## src/rtl/operand_fetch_sb_if.sv

```systemverilog
// Decode / register-file / write-back / execute bus of the operand fetch stage.
// master: the surrounding pipeline (decode, register file, write-back, execute).
// slave:  operand_fetch_sb.
interface operand_fetch_sb_if #(
  parameter int XLEN = 32
);
  // decode side
  logic            id_valid;
  logic            id_ready;
  logic [4:0]      id_rs1_addr;
  logic [4:0]      id_rs2_addr;
  logic            id_rs1_used;
  logic            id_rs2_used;
  logic [4:0]      id_rd_addr;
  logic            id_rd_we;
  // register-file read ports
  logic [4:0]      rf_rs1_addr;
  logic [4:0]      rf_rs2_addr;
  logic [XLEN-1:0] rf_rs1_data;
  logic [XLEN-1:0] rf_rs2_data;
  // write-back
  logic            wb_valid;
  logic [4:0]      wb_rd_addr;
  logic [XLEN-1:0] wb_rd_data;
  // execute side
  logic            ex_valid;
  logic            ex_ready;
  logic [XLEN-1:0] ex_rs1_data;
  logic [XLEN-1:0] ex_rs2_data;
  logic [4:0]      ex_rd_addr;
  logic            ex_rd_we;

  modport master (
    output id_valid, id_rs1_addr, id_rs2_addr, id_rs1_used, id_rs2_used,
           id_rd_addr, id_rd_we, rf_rs1_data, rf_rs2_data,
           wb_valid, wb_rd_addr, wb_rd_data, ex_ready,
    input  id_ready, rf_rs1_addr, rf_rs2_addr,
           ex_valid, ex_rs1_data, ex_rs2_data, ex_rd_addr, ex_rd_we
  );

  modport slave (
    input  id_valid, id_rs1_addr, id_rs2_addr, id_rs1_used, id_rs2_used,
           id_rd_addr, id_rd_we, rf_rs1_data, rf_rs2_data,
           wb_valid, wb_rd_addr, wb_rd_data, ex_ready,
    output id_ready, rf_rs1_addr, rf_rs2_addr,
           ex_valid, ex_rs1_data, ex_rs2_data, ex_rd_addr, ex_rd_we
  );
endinterface

```

## src/rtl/operand_fetch_sb.sv

```systemverilog
// Operand fetch with busy-bit scoreboard: reads rs1/rs2, bypasses same-cycle write-back,
// and stalls decode on RAW/WAW hazards; one registered stage to execute (1-cycle latency).
// Backpressure: id_ready drops when the execute slot is full, on any hazard, or on flush.
// Ports: clk, rst_n (async active-low), flush (sync kill), bus (slave side of
// operand_fetch_sb_if: decode, register-file read, write-back, execute), stall_cnt
// (saturating count of hazard-stall cycles).
module operand_fetch_sb #(
  parameter int XLEN = 32
) (
  input  logic                clk,
  input  logic                rst_n,
  input  logic                flush,
  operand_fetch_sb_if.slave   bus,
  output logic [31:0]         stall_cnt
);

  // busy[0] is never set, so x0 can never stall anything.
  logic [31:0]     busy;
  logic [31:0]     busy_nxt;

  logic            rs1_wb_hit;
  logic            rs2_wb_hit;
  logic            rd_wb_hit;
  logic            rs1_hazard;
  logic            rs2_hazard;
  logic            waw_hazard;
  logic            slot_free;
  logic            issue;
  logic            stall_cyc;
  logic [XLEN-1:0] rs1_sel;
  logic [XLEN-1:0] rs2_sel;

  assign bus.rf_rs1_addr = bus.id_rs1_addr;
  assign bus.rf_rs2_addr = bus.id_rs2_addr;

  assign rs1_wb_hit = bus.wb_valid && (bus.wb_rd_addr == bus.id_rs1_addr) && (bus.id_rs1_addr != 5'd0);
  assign rs2_wb_hit = bus.wb_valid && (bus.wb_rd_addr == bus.id_rs2_addr) && (bus.id_rs2_addr != 5'd0);
  assign rd_wb_hit  = bus.wb_valid && (bus.wb_rd_addr == bus.id_rd_addr)  && (bus.id_rd_addr  != 5'd0);

  // A write-back landing this cycle resolves the hazard: the value is bypassed below.
  assign rs1_hazard = bus.id_rs1_used && (bus.id_rs1_addr != 5'd0) && busy[bus.id_rs1_addr] && !rs1_wb_hit;
  assign rs2_hazard = bus.id_rs2_used && (bus.id_rs2_addr != 5'd0) && busy[bus.id_rs2_addr] && !rs2_wb_hit;
  assign waw_hazard = bus.id_rd_we    && (bus.id_rd_addr  != 5'd0) && busy[bus.id_rd_addr]  && !rd_wb_hit;

  assign slot_free    = !bus.ex_valid || bus.ex_ready;
  assign bus.id_ready = slot_free && !rs1_hazard && !rs2_hazard && !waw_hazard && !flush;
  assign issue        = bus.id_valid && bus.id_ready;
  // Only hazard stalls are counted; a full execute slot is ordinary backpressure.
  assign stall_cyc    = bus.id_valid && slot_free && !flush && !bus.id_ready;

  always_comb begin
    rs1_sel = bus.rf_rs1_data;
    if (bus.id_rs1_addr == 5'd0) rs1_sel = '0;
    else if (rs1_wb_hit)         rs1_sel = bus.wb_rd_data;
  end

  always_comb begin
    rs2_sel = bus.rf_rs2_data;
    if (bus.id_rs2_addr == 5'd0) rs2_sel = '0;
    else if (rs2_wb_hit)         rs2_sel = bus.wb_rd_data;
  end

  // Clear first, then set, so a new producer keeps ownership over a retiring one.
  always_comb begin
    busy_nxt = busy;
    if (bus.wb_valid && (bus.wb_rd_addr != 5'd0))
      busy_nxt[bus.wb_rd_addr] = 1'b0;
    if (issue && bus.id_rd_we && (bus.id_rd_addr != 5'd0))
      busy_nxt[bus.id_rd_addr] = 1'b1;
    busy_nxt[0] = 1'b0;
  end

  always_ff @(posedge clk or negedge rst_n) begin
    if (!rst_n) begin
      busy <= '0;
    end else if (flush) begin
      busy <= '0;
    end else begin
      busy <= busy_nxt;
    end
  end

  always_ff @(posedge clk or negedge rst_n) begin
    if (!rst_n) begin
      bus.ex_valid    <= 1'b0;
      bus.ex_rs1_data <= '0;
      bus.ex_rs2_data <= '0;
      bus.ex_rd_addr  <= 5'd0;
      bus.ex_rd_we    <= 1'b0;
    end else if (flush) begin
      bus.ex_valid    <= 1'b0;
    end else if (issue) begin
      bus.ex_valid    <= 1'b1;
      bus.ex_rs1_data <= rs1_sel;
      bus.ex_rs2_data <= rs2_sel;
      bus.ex_rd_addr  <= bus.id_rd_addr;
      bus.ex_rd_we    <= bus.id_rd_we;
    end else if (bus.ex_valid && bus.ex_ready) begin
      bus.ex_valid    <= 1'b0;
    end
  end

  always_ff @(posedge clk or negedge rst_n) begin
    if (!rst_n) begin
      stall_cnt <= '0;
    end else if (stall_cyc && (stall_cnt != 32'hFFFF_FFFF)) begin
      stall_cnt <= stall_cnt + 32'd1;
    end
  end

endmodule

```

## src/flat_wrapper.sv

```systemverilog
// flat-port wrapper written by rule: the top's interface ports become plain ports
module operand_fetch_sb_flat 
#(
  parameter int XLEN = 32
)
  (clk, rst_n, flush, stall_cnt, bus_id_valid, bus_id_rs1_addr, bus_id_rs2_addr, bus_id_rs1_used, bus_id_rs2_used, bus_id_rd_addr, bus_id_rd_we, bus_rf_rs1_data, bus_rf_rs2_data, bus_wb_valid, bus_wb_rd_addr, bus_wb_rd_data, bus_ex_ready, bus_id_ready, bus_rf_rs1_addr, bus_rf_rs2_addr, bus_ex_valid, bus_ex_rs1_data, bus_ex_rs2_data, bus_ex_rd_addr, bus_ex_rd_we);
  operand_fetch_sb_if #(.XLEN(XLEN)) bus_i ();
  input  logic clk;
  input  logic rst_n;
  input  logic flush;
  output logic [31:0] stall_cnt;
  input wire logic [$bits(bus_i.id_valid)-1:0] bus_id_valid;
  input wire logic [$bits(bus_i.id_rs1_addr)-1:0] bus_id_rs1_addr;
  input wire logic [$bits(bus_i.id_rs2_addr)-1:0] bus_id_rs2_addr;
  input wire logic [$bits(bus_i.id_rs1_used)-1:0] bus_id_rs1_used;
  input wire logic [$bits(bus_i.id_rs2_used)-1:0] bus_id_rs2_used;
  input wire logic [$bits(bus_i.id_rd_addr)-1:0] bus_id_rd_addr;
  input wire logic [$bits(bus_i.id_rd_we)-1:0] bus_id_rd_we;
  input wire logic [$bits(bus_i.rf_rs1_data)-1:0] bus_rf_rs1_data;
  input wire logic [$bits(bus_i.rf_rs2_data)-1:0] bus_rf_rs2_data;
  input wire logic [$bits(bus_i.wb_valid)-1:0] bus_wb_valid;
  input wire logic [$bits(bus_i.wb_rd_addr)-1:0] bus_wb_rd_addr;
  input wire logic [$bits(bus_i.wb_rd_data)-1:0] bus_wb_rd_data;
  input wire logic [$bits(bus_i.ex_ready)-1:0] bus_ex_ready;
  output wire logic [$bits(bus_i.id_ready)-1:0] bus_id_ready;
  output wire logic [$bits(bus_i.rf_rs1_addr)-1:0] bus_rf_rs1_addr;
  output wire logic [$bits(bus_i.rf_rs2_addr)-1:0] bus_rf_rs2_addr;
  output wire logic [$bits(bus_i.ex_valid)-1:0] bus_ex_valid;
  output wire logic [$bits(bus_i.ex_rs1_data)-1:0] bus_ex_rs1_data;
  output wire logic [$bits(bus_i.ex_rs2_data)-1:0] bus_ex_rs2_data;
  output wire logic [$bits(bus_i.ex_rd_addr)-1:0] bus_ex_rd_addr;
  output wire logic [$bits(bus_i.ex_rd_we)-1:0] bus_ex_rd_we;
  assign bus_i.id_valid = bus_id_valid;
  assign bus_i.id_rs1_addr = bus_id_rs1_addr;
  assign bus_i.id_rs2_addr = bus_id_rs2_addr;
  assign bus_i.id_rs1_used = bus_id_rs1_used;
  assign bus_i.id_rs2_used = bus_id_rs2_used;
  assign bus_i.id_rd_addr = bus_id_rd_addr;
  assign bus_i.id_rd_we = bus_id_rd_we;
  assign bus_i.rf_rs1_data = bus_rf_rs1_data;
  assign bus_i.rf_rs2_data = bus_rf_rs2_data;
  assign bus_i.wb_valid = bus_wb_valid;
  assign bus_i.wb_rd_addr = bus_wb_rd_addr;
  assign bus_i.wb_rd_data = bus_wb_rd_data;
  assign bus_i.ex_ready = bus_ex_ready;
  assign bus_id_ready = bus_i.id_ready;
  assign bus_rf_rs1_addr = bus_i.rf_rs1_addr;
  assign bus_rf_rs2_addr = bus_i.rf_rs2_addr;
  assign bus_ex_valid = bus_i.ex_valid;
  assign bus_ex_rs1_data = bus_i.ex_rs1_data;
  assign bus_ex_rs2_data = bus_i.ex_rs2_data;
  assign bus_ex_rd_addr = bus_i.ex_rd_addr;
  assign bus_ex_rd_we = bus_i.ex_rd_we;
  operand_fetch_sb #(.XLEN(XLEN)) u_core (.clk(clk), .rst_n(rst_n), .flush(flush), .bus(bus_i), .stall_cnt(stall_cnt));
endmodule
```

## config.mk

```make
export PLATFORM = sky130hd
export DESIGN_NAME = operand_fetch_sb_flat
export DESIGN_NICKNAME = d
export VERILOG_FILES = /design/src/rtl/operand_fetch_sb_if.sv /design/src/rtl/operand_fetch_sb.sv /design/src/flat_wrapper.sv
export SDC_FILE = /design/constraint.sdc
export NUM_CORES = 1
export LEC_CHECK = 0
export BUFFER_PORTS_ARGS = -buffer_cell sky130_fd_sc_hd__buf_4
export CELL_PAD_IN_SITES_DETAIL_PLACEMENT = 1
export CELL_PAD_IN_SITES_GLOBAL_PLACEMENT = 1
export CORE_MARGIN = 1
export CORE_UTILIZATION = 42
export DETAILED_ROUTE_END_ITERATION = 7
export GPL_ROUTABILITY_DRIVEN = 1
export PLACE_DENSITY = 0.93
export SYNTH_ARGS = -nofsm -noshare
export SYNTH_HDL_FRONTEND = slang
export SYNTH_SLANG_ARGS = --single-unit
```

## constraint.sdc

```tcl
create_clock -name clk -period 6.44 [get_ports clk]
set_input_delay 1.61 -clock clk [delete_from_list [all_inputs] [get_ports clk]]
set_output_delay 1.61 -clock clk [all_outputs]
set_load 0.01 [all_outputs]
```

==> impl_metrics.xml <==
<?xml version="1.0" encoding="UTF-8"?>
<metrics>
  <group name="sta">
    <metric name="totalNegativeSetupSlack" unit="ps">0</metric>
    <metric name="slew_violations" unit="">0</metric>
    <metric name="worst_pin_slew" unit="ps">1120</metric>
    <metric name="fmaxAchievable" unit="GHz">0.179</metric>
    <metric name="fin_crit_sh" unit="%">86.6</metric>
    <metric name="finalCriticalPeriod" unit="ps">5580</metric>
    <metric name="max-slew-margin-rel" unit="%">25.2</metric>
    <metric name="fin_skew" unit="ps">11.1</metric>
    <metric name="hold_viol" unit="">0</metric>
    <metric name="setup_violations" unit="">0</metric>
    <metric name="worst_slack" unit="ps">863</metric>
    <metric name="hold_slack" unit="ps">478</metric>
    <metric name="grt_setup_unrepaired" unit="">no</metric>
  </group>
  <group name="logic_synthesis">
    <metric name="synth_top_cells_by_area" unit="">sky130_fd_sc_hd__dfrtp_1, sky130_fd_sc_hd__mux2i_1, sky130_fd_sc_hd__o31ai_1</metric>
    <metric name="seq_area_frac_synth" unit="%">44.2</metric>
    <metric name="post_synth_inst_count" unit="">747</metric>
    <metric name="async_flop_share" unit="%">100</metric>
    <metric name="synth.yosys.warnings" unit="">0</metric>
    <metric name="post_synth.cell_area_avg" unit="um^2">10.1</metric>
    <metric name="synth_top_cell_area_share" unit="%">44.2</metric>
    <metric name="synth_nets" unit="">873</metric>
    <metric name="synth_ff_type" unit="">sky130_fd_sc_hd__dfrtp_1</metric>
    <metric name="synth_edf_count" unit="">0</metric>
    <metric name="synth_largest_area_cell" unit="">sky130_fd_sc_hd__dfrtp_1</metric>
    <metric name="mappedNetlistArea" unit="um^2">7580</metric>
    <metric name="synth_cell_types" unit="">49</metric>
    <metric name="ys_ff_latch" unit="">134</metric>
  </group>
  <group name="final_layout">
    <metric name="layout-drive-gt1-share" unit="%">33.1</metric>
    <metric name="layout.core_utilization" unit="%">57.3</metric>
    <metric name="final_nets" unit="">1068</metric>
    <metric name="finalInstanceArea" unit="um^2">10000</metric>
    <metric name="antennaDiodeCount" unit="">0</metric>
    <metric name="area.growth.synth_to_final" unit="%">32.1</metric>
    <metric name="final_cells" unit="">1180</metric>
  </group>
  <group name="detailed_routing">
    <metric name="post_drt_wl_per_cell" unit="um">22.8</metric>
    <metric name="wirelength" unit="um">27000</metric>
    <metric name="antenna_violating_nets_post_route" unit="">0</metric>
    <metric name="dr.first_iter.drc_count" unit="">449</metric>
    <metric name="remaining_drc_errors" unit="">0</metric>
    <metric name="drt_pre_antenna_iters" unit="">4</metric>
    <metric name="via_per_inst" unit="">5.89</metric>
    <metric name="route.vias.total" unit="">6951</metric>
  </group>
  <group name="pwr">
    <metric name="cellPowerDensity" unit="nW/um^2">269</metric>
    <metric name="irDropWorstVdd" unit="mV">0.185</metric>
    <metric name="finalPower" unit="mW">2.70</metric>
    <metric name="cellLeakagePower" unit="nW">4.54</metric>
  </group>
  <group name="cts">
    <metric name="cts_resized" unit="">0</metric>
    <metric name="ctsLongestPathBuffers" unit="">2</metric>
    <metric name="cts-root-buf" unit="">sky130_fd_sc_hd__clkbuf_16</metric>
    <metric name="cts_tree" unit="">built</metric>
    <metric name="clkTransAtPathRegs" unit="ps">60</metric>
    <metric name="cts_made_buffers" unit="">17</metric>
    <metric name="postCtsSetupBuffers" unit="">0</metric>
    <metric name="htreeDepth" unit="">4</metric>
    <metric name="cts_num_sinks" unit="">134</metric>
    <metric name="cts_hold_buf" unit="">0</metric>
    <metric name="clk-insertion-delay-late" unit="ps">430</metric>
  </group>
  <group name="outcome">
    <metric name="status" unit="">finished, final reports clean</metric>
  </group>
  <group name="grt">
    <metric name="number_of_antenna_violations_at_the_first_check_in_global_routing" unit="">0</metric>
    <metric name="grt_remaining_overflow" unit="">0</metric>
    <metric name="wire_length_of_the_first_global_routing_pass" unit="um">40600</metric>
    <metric name="first_global_vias" unit="">7292</metric>
    <metric name="grt_use_total" unit="%">29.4</metric>
    <metric name="grt_start_max_net_pins" unit="">78</metric>
  </group>
  <group name="worst_setup_path">
    <metric name="element_type_at_the_critical_path_start" unit="">input pin</metric>
    <metric name="critPathCaptureType" unit="">primary output</metric>
    <metric name="setup.worst_path.class" unit="">input pin to primary output</metric>
    <metric name="r2r_slack" unit="ps">2560</metric>
    <metric name="reg2reg_path_depth" unit="">7</metric>
    <metric name="critical_path.max_stage_delay" unit="ps">520</metric>
    <metric name="critical-path-slowest-cell" unit="">sky130_fd_sc_hd__mux4_2</metric>
    <metric name="r2r-end" unit="">u_core.stall_cnt[7]</metric>
    <metric name="cpMostUsedCell" unit="">sky130_fd_sc_hd__buf_4</metric>
    <metric name="cp_max_fo" unit="">14</metric>
    <metric name="worstPathCellList" unit="">buf_4, mux4_2, mux2_2, nand2_1, or4b_1, a221o_1, nor3_1, buf_4</metric>
    <metric name="r2r_start" unit="">u_core.busy[7]</metric>
    <metric name="worstPathArrival" unit="ps">3970</metric>
    <metric name="worst-endpoint-required" unit="ps">4830</metric>
  </group>
  <group name="min_path">
    <metric name="holdPathEnd" unit="">u_core.bus.ex_rs1_data[25]</metric>
    <metric name="hold-path-cell-count" unit="">2</metric>
    <metric name="timing.hold.worst.start" unit="">u_core.bus.ex_rs1_data[25]</metric>
    <metric name="hold_class" unit="">flip-flop to flip-flop</metric>
  </group>
  <group name="floorplanning">
    <metric name="full_die_area" unit="um^2">18600</metric>
    <metric name="floorplan.core_area" unit="um^2">17500</metric>
    <metric name="die-width" unit="um">136</metric>
    <metric name="ios" unit="">239</metric>
    <metric name="initial_utilization" unit="%">43.4</metric>
    <metric name="die_h" unit="um">136</metric>
    <metric name="rows" unit="">48</metric>
  </group>
  <group name="placed_design">
    <metric name="place_area" unit="um^2">9390</metric>
    <metric name="detailedPlacementHpwl" unit="um">19000</metric>
    <metric name="gp_congestion" unit="">0.860</metric>
    <metric name="portBuffers" unit="">238</metric>
    <metric name="place_worst_setup_slack" unit="ps">855</metric>
    <metric name="numPlacedInstances" unit="">1148</metric>
  </group>
  <group name="job">
    <metric name="drv_cap" unit="">0</metric>
  </group>
</metrics>
## kinds of logic (layout without fill, tap and decap cells)
family	Yosys count	count (layout)	share of synthesized area (%)
multiplexers	105	105	17.0
XOR/XNOR	46	46	5.31
flip-flops	134	134	44.2
AO/OA/AOI/OAI	128	128	11.5
AND/OR/NAND/NOR	255	255	17.1
buffers and inverters	78	286	4.72
adder cells (fa/ha/maj)	1	1	0.165
## how the worst max path moves through the flow
| stage | endpoint | startpoint | slack (ps) |
|---|---|---|---|
| floorplan | bus_id_ready | bus_id_rd_addr[1] | 1200 |
| global placement | bus_id_ready | bus_id_rd_addr[1] | 850 |
| detailed placement | bus_id_ready | bus_id_rd_addr[1] | 850 |
| CTS | bus_id_ready | bus_id_rd_addr[1] | 850 |
| global route | bus_id_ready | bus_id_rd_addr[1] | 770 |
| finish | bus_id_ready | bus_id_rd_addr[1] | 860 |
## final cells by class
type	count	area, um^2
Tap cell	225	282
Multi-Input combinational cell	535	3880
Clock buffer	18	429
Sequential cell	134	3350
Clock inverter	14	199
Timing Repair Buffer	244	1840
Fill cell	1940	7460
Inverter	10	37.5
## registers in the layout, indices dropped and copies added, names as in the netlist
register	cells
u_core.bus.ex_rd_we	1
u_core.bus.ex_rs1_data	32
u_core.stall_cnt	32
u_core.bus.ex_rs2_data	32
u_core.bus.ex_rd_addr	5
u_core.bus.ex_valid	1
u_core.busy	31
## cells in the final DEF (no fill, tap or decap), types with 3 or more instances in the layout
| master | instances |
|---|---|
| sky130_fd_sc_hd__o21ai_2 | 8 |
| sky130_fd_sc_hd__and3_1 | 8 |
| sky130_fd_sc_hd__xor2_1 | 28 |
| sky130_fd_sc_hd__nor3b_1 | 6 |
| sky130_fd_sc_hd__nand2b_1 | 3 |
| sky130_fd_sc_hd__nor4_1 | 8 |
| sky130_fd_sc_hd__mux4_2 | 18 |
| sky130_fd_sc_hd__nand2_1 | 105 |
| sky130_fd_sc_hd__nor2_1 | 18 |
| sky130_fd_sc_hd__nor3_1 | 15 |
| sky130_fd_sc_hd__nand3b_1 | 22 |
| sky130_fd_sc_hd__inv_6 | 3 |
| sky130_fd_sc_hd__clkinvlp_4 | 3 |
| sky130_fd_sc_hd__mux2_2 | 8 |
| sky130_fd_sc_hd__xnor2_1 | 18 |
| sky130_fd_sc_hd__o21ai_0 | 42 |
| sky130_fd_sc_hd__or3_1 | 4 |
| sky130_fd_sc_hd__mux2i_1 | 79 |
| sky130_fd_sc_hd__nand3_1 | 23 |
| sky130_fd_sc_hd__o31ai_1 | 64 |
| sky130_fd_sc_hd__bufinv_16 | 4 |
| sky130_fd_sc_hd__clkbuf_16 | 17 |
| sky130_fd_sc_hd__inv_1 | 10 |
| sky130_fd_sc_hd__nand4_1 | 7 |
| sky130_fd_sc_hd__buf_4 | 243 |
| sky130_fd_sc_hd__nor2b_1 | 22 |
| sky130_fd_sc_hd__dfrtp_1 | 134 |
## worst max-delay path, delay by kind of cell
kind,cells,cell delay (ps)
mux,2,800
simple gates,3,750
compound gates,1,420
buf+inv,2,370
## power by group
part	switching [mW]	internal [mW]	total [mW]
sequential	0.0811	0.955	1.04
combinational	0.316	0.288	0.605
clock	0.403	0.653	1.06
## routing by layer
layer,vias to the layer above,track usage [%],routed length (um)
met5,-,0,0
met4,0,12.8,932
met3,74,7.68,1780
met2,296,52.6,14200
met1,3499,32.6,10000
li1,3082,-,-
## Yosys cell counts (15+ instances only)
cell type and n:
sky130_fd_sc_hd__dfrtp_1 134, sky130_fd_sc_hd__nand2_1 105, sky130_fd_sc_hd__mux2i_1 79, sky130_fd_sc_hd__o31ai_1 64, sky130_fd_sc_hd__clkbuf_1 44, sky130_fd_sc_hd__o21ai_0 42
sky130_fd_sc_hd__xor2_1 28, sky130_fd_sc_hd__nand3_1 23, sky130_fd_sc_hd__nand3b_1 22, sky130_fd_sc_hd__nor2b_1 22, sky130_fd_sc_hd__nor2_1 19, sky130_fd_sc_hd__mux4_2 18
sky130_fd_sc_hd__xnor2_1 18, sky130_fd_sc_hd__nor3_1 15
No activity file was read; power rests on OpenSTA's default activity.
